File: src/rtl/riscv_mem_pkg.sv
// Types shared by the load and store sides of the data-memory path.
// Combinational only; no latency or backpressure of its own.
// Holds the access-size encoding and the buffered store entry layout.
package riscv_mem_pkg;

    typedef enum logic [1:0] {
        MEM_B = 2'b00,
        MEM_H = 2'b01,
        MEM_W = 2'b10
    } mem_size_t;

    typedef struct packed {
        logic [29:0] waddr;
        logic [31:0] wdata;
        logic [3:0]  lanes;
    } store_entry_t;

endpackage

File: src/rtl/write_shifter.sv
// Replicates store data onto byte lanes and derives byte enables and misalignment.
// Latency: purely combinational.
// Backpressure: none; evaluated for whatever request is presented.
module write_shifter
    import riscv_mem_pkg::*;
(
    input  logic [1:0]  addr,
    input  logic [1:0]  size,
    input  logic [31:0] data,
    output logic [31:0] wdata,
    output logic [3:0]  lanes,
    output logic        misaligned
);

    always_comb begin
        wdata      = data;
        lanes      = 4'b0000;
        misaligned = 1'b0;
        case (size)
            MEM_B: begin
                lanes = 4'b0001 << addr;
                wdata = {4{data[7:0]}};
            end
            MEM_H: begin
                lanes      = 4'b0011 << addr;
                wdata      = {2{data[15:0]}};
                misaligned = addr[0];
            end
            MEM_W: begin
                lanes      = 4'b1111;
                misaligned = (addr != 2'b00);
            end
            default: misaligned = 1'b1;
        endcase
    end

endmodule

File: src/rtl/store_buffer.sv
// Queues lane-aligned stores and drains them in order to the data-memory write port.
// Latency: an accepted store reaches mem_* one cycle later when the buffer was empty.
// Backpressure: st_ready drops when full; a slot freed by mem_ack is usable next cycle.
module store_buffer
    import riscv_mem_pkg::*;
#(
    parameter int DEPTH = 4
) (
    input  logic        clk,
    input  logic        rst_n,
    input  logic        st_valid,
    output logic        st_ready,
    input  logic [31:0] st_addr,
    input  logic [31:0] st_data,
    input  logic [1:0]  st_size,
    output logic        st_misaligned,
    output logic        mem_req,
    output logic [31:0] mem_addr,
    output logic [31:0] mem_wdata,
    output logic [3:0]  mem_lanes,
    input  logic        mem_ack,
    input  logic [31:0] ld_addr,
    output logic        ld_hit,
    output logic        empty
);

    localparam int PW = $clog2(DEPTH);
    localparam int CW = $clog2(DEPTH + 1);
    localparam logic [CW-1:0] FULL_CNT = CW'(DEPTH);

    store_entry_t    entries [DEPTH];
    logic [PW-1:0]   rd_ptr;
    logic [PW-1:0]   wr_ptr;
    logic [CW-1:0]   count;

    logic [31:0]     sh_wdata;
    logic [3:0]      sh_lanes;
    logic            sh_mis;
    logic            push;
    logic            pop;
    logic            unused_ld_low;

    write_shifter u_write_shifter (
        .addr       (st_addr[1:0]),
        .size       (st_size),
        .data       (st_data),
        .wdata      (sh_wdata),
        .lanes      (sh_lanes),
        .misaligned (sh_mis)
    );

    assign st_misaligned = st_valid && sh_mis;
    assign st_ready      = (count != FULL_CNT);
    assign empty         = (count == '0);
    assign mem_req       = !empty;
    assign push          = st_valid && st_ready && !sh_mis;
    assign pop           = mem_req && mem_ack;

    assign mem_addr      = {entries[rd_ptr].waddr, 2'b00};
    assign mem_wdata     = entries[rd_ptr].wdata;
    assign mem_lanes     = entries[rd_ptr].lanes;
    assign unused_ld_low = ^ld_addr[1:0];

    always_ff @(posedge clk or negedge rst_n) begin
        if (!rst_n) begin
            rd_ptr <= '0;
            wr_ptr <= '0;
            count  <= '0;
            for (int i = 0; i < DEPTH; i++) begin
                entries[i] <= '0;
            end
        end else begin
            if (push) begin
                entries[wr_ptr] <= '{waddr: st_addr[31:2], wdata: sh_wdata, lanes: sh_lanes};
                wr_ptr          <= wr_ptr + PW'(1);
            end
            if (pop) begin
                rd_ptr <= rd_ptr + PW'(1);
            end
            case ({push, pop})
                2'b10:   count <= count + CW'(1);
                2'b01:   count <= count - CW'(1);
                default: count <= count;
            endcase
        end
    end

    // Only registered entries are compared, so this cycle's incoming store never hits.
    always_comb begin
        logic [PW-1:0] off;
        off    = '0;
        ld_hit = 1'b0;
        for (int i = 0; i < DEPTH; i++) begin
            off = PW'(i) - rd_ptr;
            if ((CW'(off) < count) && (entries[i].waddr == ld_addr[31:2])) begin
                ld_hit = 1'b1;
            end
        end
    end

endmodule

File: config.mk
export PLATFORM = sky130hd
export DESIGN_NAME = store_buffer
export DESIGN_NICKNAME = d
export VERILOG_FILES = /design/src/rtl/riscv_mem_pkg.sv /design/src/rtl/write_shifter.sv /design/src/rtl/store_buffer.sv
export SDC_FILE = /design/constraint.sdc
export NUM_CORES = 1
export LEC_CHECK = 0
export BUFFER_PORTS_ARGS = -buffer_cell sky130_fd_sc_hd__clkbuf_2
export CAP_MARGIN = 20
export CORE_MARGIN = 2
export CORE_UTILIZATION = 60
export CTS_CLUSTER_SIZE = 28
export DETAILED_ROUTE_END_ITERATION = 10
export GPL_ROUTABILITY_DRIVEN = 0
export GPL_TIMING_DRIVEN = 0
export PLACE_DENSITY = 0.82
export SLEW_MARGIN = 20
export SYNTH_ARGS = -nofsm -noshare
export SYNTH_HDL_FRONTEND = slang
export SYNTH_HIERARCHICAL = 1
export SYNTH_SLANG_ARGS = --single-unit
File: constraint.sdc
create_clock -name clk -period 8.1 [get_ports clk]
set_input_delay 1.215 -clock clk [delete_from_list [all_inputs] [get_ports clk]]
set_output_delay 1.215 -clock clk [all_outputs]
set_load 0.05 [all_outputs]
==> qor.yml, run 1 <==
run_status:
  status: "complete, no violations"
power_and_ir_drop:
  combPwrFrac: 0.513
  p_leak_nw: 7.66
  p_per_area_mw_per_mm2: 477
  seq_power_share: 0.320
  power_mw: 7.86
  internal_power_mw: 4.48
  power.switching_mw: 3.38
  switching_share: 0.430
  vdd_drop_max_mv: 0.248
  p_clk_frac: 0.167
timing:
  finClkSkew_ns: 0.00955
  hold_viol_final: 0
  timing.final.crit_period_ns: 4.85
  hold_ws_ns: 0.486
  post-route-period-util: 0.599
  finalSetupViolCount: 0
  fmax_mhz: 206
  tightestPinTransition_ns: 0.889
  rsz0062_at_grt: "no"
  finalSetupTns_ns: 0
  drv_slew: 0
  relSlewSlack: 0.407
floorplanning:
  die_w_um: 158
  core_area_mm2: 0.0233
  dieArea_mm2: 0.0249
  die_h_um: 158
  start_util: 0.609
  fp-row-count: 56
  pin_count: 175
routing:
  first_pass_iters: 4
  viasPerCell: 5.89
  post_drt_wl_per_cell_um: 23.3
  via_count: 8651
  drt_first_iter_violations: 561
  drtAntennaViolNets: 0
  drt_wl_total_um: 34200
  drc_errors: 0
grt:
  use_met1: 0.385
  busiest_layer: "met2"
  grt_pass1_vias: 9137
  antenna_found_initial: 2
  grt_usage: 0.286
  grt_util_met2: 0.474
  use_met3: 0.0482
  grt_pass1_wl_um: 53200
  grt_max_degree: 86
  overflow: 0
cts:
  cts_buffers: 28
  h-tree-depth: 1
  post_cts_buffers: 0
  cts_tree: "yes"
  root_buffer: "clkbuf_16"
  cts_resized: 0
  cts.sinks: 271
  holdBufCountCts: 0
  clock_latency_ns: 0.54
  cts.path.max_buffers: 3
  clk_pin_slew_ns: 0.06
synth:
  synth-seq-area-share: 0.477
  yosys_warnings: 6
  syn_area_mm2: 0.0142
  yosysUniqueCellTypes: 43
  async_flop_share: 1.00
  ys.flop_type: "dfrtp_1"
  synthCells: 932
  synth_edf_count: 0
  ys_ff_latch: 271
  syn_area_per_cell_um2: 15.2
placed_design:
  port_buffers: 162
  placed_cell_area_mm2: 0.0155
  dp_hpwl_um: 24800
job:
  maxCapViolCount: 0
cells_and_area:
  syn2layout_area_growth_pct: 15.8
  fin_area_mm2: 0.0165
  fin_util: 0.705
  nNetsFinal: 1240
  drive_gt1_frac: 0.466
setup_path:
  crit_family: "buffers and inverters"
  crit_buf_inv: 4
  critPathRequiredTime_ns: 6.88
  crit_chain: "buf_2 -> buf_2 -> buf_2 -> xnor2_1 -> ha_1 -> a2111o_1 -> a2111oi_0 -> nand4_1 -> nand4_1 -> clkbuf_2"
  crit_top_cell: "buf_2"
  crit_path_max_incr_delay_ns: 0.43
  worstSetupPathType: "reg -> out"
  crit_fanout: 10
  cp-start-kind: "register"
  critPathArrivalTime_ns: 3.64
  crit_path_end_kind: "output port"
  slowest_stage: "buf_2"
min_path:
  hold_class: "reg -> reg"
==> final cells by class <==
type | instances | area (um^2)
multi-input combinational | 582 | 6880
fill | 1627 | 6870
sequential | 271 | 6780
timing repair buffer | 165 | 902
clock buffer | 43 | 858
buffer | 67 | 507
tap | 319 | 399
clock inverter | 6 | 80.1
inverter | 13 | 48.8
antenna | 2 | 5.00
==> worst register-to-register path: stages, from the launching register on <==
cell	delay, ns
dfrtp_1	0.38
inv_1	0.26
nand3_2	0.18
and3b_1	0.26
buf_4	0.17
inv_1	0.06
ha_1	0.18
inv_1	0.06
fa_1	0.38
xor2_1	0.16
nor2_1	0.13
xnor2_1	0.13
==> Yosys cell counts (9+ instances only) <==
library cell / count / area [um^2]
ha_1: 9 / 113
mux2_2: 109 / 1230
clkbuf_1: 9 / 33.8
nor4_1: 14 / 87.6
mux2_4: 91 / 1370
xnor2_1: 62 / 543
mux2i_1: 10 / 100
buf_6: 21 / 236
inv_1: 12 / 45.0
dfrtp_1: 271 / 6780
nand4_1: 19 / 119
xor2_1: 65 / 569
mux2_1: 80 / 901
mux4_2: 66 / 1490
nand2_1: 17 / 63.8
buf_2: 19 / 95.1
buf_4: 13 / 97.6
==> final timing paths <==
path                                         startpoint  depth (start not counted)                  endpoint  slack (ns)
worst max-delay path              rd_ptr[0]$_DFFE_PN0P_                         10                    ld_hit        3.25
worst min-delay path            entries[99]$_DFFE_PN0P_                          1   entries[99]$_DFFE_PN0P_        0.49
worst max register to register     count[1]$_DFFE_PN0P_                         11      count[2]$_DFFE_PN0P_        5.69
worst min register to register  entries[99]$_DFFE_PN0P_                          1   entries[99]$_DFFE_PN0P_        0.49
max in group asynchronous                         rst_n                          4  entries[161]$_DFFE_PN0P_        5.98
min in group asynchronous                         rst_n                          1  entries[186]$_DFFE_PN0P_        0.67
==> routing by layer <==
metal  up-vias  share of wire
met3        77          0.055
li1       3786              -
met4         0          0.035
met5         -              0
met1      4516           0.42
met2       272           0.49
==> through the flow <==
step | worst slack [ns] | instances
2_1_floorplan | 4.13 | 933
3_3_place_gp | 0.185 | 1414
3_5_place_dp | 3.56 | 1417
4_1_cts | 3.23 | 1466
5_1_grt | 3.02 | 1468
6_report | 3.25 | 1468
==> kinds of logic after synthesis <==
kind of cell,synth area share
mux,0.358
flops,0.477
xor+xnor,0.0783
buf+inv,0.0391
simple gates,0.0255
compound gates,0.0127
fa+ha+maj,0.00933
other cells,0.000264
==> power by group through the flow <==
stage	Sequential [mW]	Clock, mW	Combinational [mW]
after floorplan	2.37	0	3.19
after global placement	2.48	0	3.96
after detailed placement	2.51	0	4.03
after CTS	2.51	1.33	4.06
after global routing	2.59	1.39	4.25
final	2.51	1.31	4.03
==> cells in the final DEF (no fill, tap or decap), drive strengths merged, types with 2 or more instances in the layout <==
master | synthesis | routed
mux2 | 280 | 280
dfrtp | 271 | 271
clkbuf | 11 | 216
mux4 | 66 | 66
xor2 | 65 | 65
xnor2 | 62 | 62
buf | 56 | 59
nand4 | 19 | 19
nand2 | 17 | 17
nor4 | 14 | 14
inv | 13 | 13
o21ai | 11 | 11
mux2i | 10 | 10
ha | 9 | 9
a21oi | 4 | 4
a2111oi | 4 | 4
clkinv | 0 | 4
diode | 0 | 2
a2111o | 2 | 2
or4 | 2 | 2
conb | 1 | 2
bufinv | 0 | 2
nand3 | 2 | 2
nor2 | 2 | 2
==> state kept, by name, summed over array words and instances, names as in the netlist <==
name,cells
wr_ptr,2
entries,264
count,3
rd_ptr,2
(Power assumes the default switching activity.)
==> run 2: changes to the inputs <==
--- a/config.mk
+++ b/config.mk
@@ -8,12 +8,12 @@
 export BUFFER_PORTS_ARGS = -buffer_cell sky130_fd_sc_hd__clkbuf_2
 export CAP_MARGIN = 20
 export CORE_MARGIN = 2
-export CORE_UTILIZATION = 60
+export CORE_UTILIZATION = 59
 export CTS_CLUSTER_SIZE = 28
 export DETAILED_ROUTE_END_ITERATION = 10
 export GPL_ROUTABILITY_DRIVEN = 0
 export GPL_TIMING_DRIVEN = 0
-export PLACE_DENSITY = 0.82
+export PLACE_DENSITY = 0.81
 export SLEW_MARGIN = 20
 export SYNTH_ARGS = -nofsm -noshare
 export SYNTH_HDL_FRONTEND = slang
==> constraint.sdc (replaced) <==
create_clock -name clk -period 5 [get_ports clk]
set_input_delay 0.75 -clock clk [delete_from_list [all_inputs] [get_ports clk]]
set_output_delay 0.75 -clock clk [all_outputs]
set_load 0.05 [all_outputs]
==> run 2 against run 1 <==
Effect of this change:
- clock skew is 0.024 ns higher
- global-route usage down 0.90 points
- wire length is 1.1% higher
==> qor.yml, run 2 (same netlist as run 1, synthesis figures left out) <==
cts:
  cts_tree: "yes"
  cts_resized: 0
  cts_buffers: 29
  cts.sinks: 271
  holdBufCountCts: 0
  root_buffer: "clkbuf_16"
  clk_pin_slew_ns: 0.07
  cts.path.max_buffers: 3
  clock_latency_ns: 0.56
  post_cts_buffers: 0
  h-tree-depth: 1
grt:
  grt_pass1_wl_um: 54200
  grt_max_degree: 91
  grt_pass1_vias: 9216
  grt_usage: 0.277
  overflow: 0
  antenna_found_initial: 0
placed_design:
  placed_cells_incl_taps: 1417
  dp_hpwl_um: 24800
  port_buffers: 162
  place_ws_ns: 1.23
power_and_ir_drop:
  p_leak_nw: 7.71
  internal_power_mw: 7.46
  power.switching_mw: 5.50
  vdd_drop_max_mv: 0.621
  seq_power_share: 0.315
  p_per_area_mw_per_mm2: 782
  switching_share: 0.425
  combPwrFrac: 0.502
  power_mw: 13.0
  p_clk_frac: 0.183
floorplanning:
  dieArea_mm2: 0.0253
  die_h_um: 159
  start_util: 0.604
  fp-row-count: 56
  pin_count: 175
  core_area_mm2: 0.0235
  die_w_um: 159
timing:
  fin_ws_ns: 0.662
  post-route-period-util: 0.868
  timing.final.crit_period_ns: 4.34
  drv_slew: 0
  finClkSkew_ns: 0.0334
  tightestPinTransition_ns: 0.931
  fmax_mhz: 231
  finalSetupViolCount: 0
  relSlewSlack: 0.380
  hold_viol_final: 0
  rsz0062_at_grt: "no"
  hold_ws_ns: 0.181
cells_and_area:
  syn2layout_area_growth_pct: 16.7
  nNetsFinal: 1241
  antenna_cells: 0
  mostFrequentLayoutCell: "dfrtp_1"
  final_cell_count_no_fill: 1471
  reg.largest.list: "entries: 264 flops, count: 3 flops"
  largest_reg_flops: 264
  final_cell_mix: "271 x dfrtp_1, 163 x clkbuf_2, 109 x mux2_2"
  drive_gt1_frac: 0.470
  regMostFlops: "entries"
routing:
  viasPerCell: 5.88
  drt_first_iter_violations: 524
  drtAntennaViolNets: 0
  drc_errors: 0
  via_count: 8649
  post_drt_wl_per_cell_um: 23.5
  first_pass_iters: 5
  drt_wl_total_um: 34600
setup_path:
  critPathArrivalTime_ns: 3.59
  ff2ff_path_depth: 10
  crit_fanout: 10
  critPathRequiredTime_ns: 4.25
  crit_path_start: "rd_ptr[0]$_DFFE_PN0P_"
  reg2reg_from: "count[2]$_DFFE_PN0P_"
  r2r_slack_ns: 2.59
  worstSetupPathType: "reg -> out"
  crit_path_end_kind: "output port"
  cp-start-kind: "register"
  r2r-end: "count[2]$_DFFE_PN0P_"
run_status:
  status: "complete, no violations"
min_path:
  hold_class: "in -> async"
job:
  maxCapViolCount: 0
==> run 2: cell types whose count changed in the layout (fill, tap and decap cells not counted), sizes merged <==
cell / delta
clkbuf: -3
clkinvlp: +3
bufinv: +4
inv: +1
diode: -2
==> run 2: worst max-delay path by stage <==
stage	depth (start not counted)	slack, ns	end
6_report	10	0.66	ld_hit
5_1_grt	11	0.37	ld_hit
3_5_place_dp	10	1.23	ld_hit
3_3_place_gp	1	-2.46	entries[223]$_DFFE_PN0P_
2_1_floorplan	9	1.66	ld_hit
4_1_cts	10	0.65	ld_hit
==> run 2: power groups by stage <==
stage | combinational [mW] | clock (mW) | sequential (mW)
3_5_place_dp | 6.52 | 0 | 4.08
2_1_floorplan | 5.17 | 0 | 3.84
6_report | 6.51 | 2.38 | 4.08
5_1_grt | 6.83 | 2.51 | 4.21
4_1_cts | 6.55 | 2.40 | 4.07
3_3_place_gp | 6.42 | 0 | 4.02
==> run 2: stage by stage <==
step           TNS [ns]  area (um^2)  utilization
6_report              0        16600        0.704
3_5_place_dp          0        15500        0.659
3_3_place_gp    -659.94        15400        0.655
5_1_grt               0        16600        0.704
2_1_floorplan         0        14200            -
4_1_cts               0        16600        0.704
==> run 2: per-layer routing <==
| metal | routed length (um) | part of all wire | up-vias | GRT usage |
|---|---|---|---|---|
| met5 | 0 | 0 | - | 0 |
| met4 | 1340 | 0.039 | 0 | 0.104 |
| met3 | 2130 | 0.061 | 75 | 0.0498 |
| met2 | 16800 | 0.49 | 306 | 0.454 |
| met1 | 14300 | 0.41 | 4483 | 0.374 |
| li1 | - | - | 3785 | - |
==> run 2: worst max-delay path, stage by stage, from the launching register on <==
cell	delay (ns)
dfrtp_1	0.31
buf_2	0.19
buf_2	0.35
buf_2	0.42
xnor2_1	0.16
ha_1	0.22
a2111o_1	0.40
a2111oi_0	0.42
nand4_1	0.14
nand4_1	0.16
clkbuf_2	0.29
==> run 2: area by class of cell <==
type | count | area (um^2)
fillers | 1669 | 6960
multi-input cells | 582 | 6880
flip-flops and latches | 271 | 6780
repair buffers | 165 | 902
clock buffers | 40 | 837
plain buffers | 67 | 507
well taps | 319 | 399
clock inverters | 14 | 231
inverters | 13 | 48.8
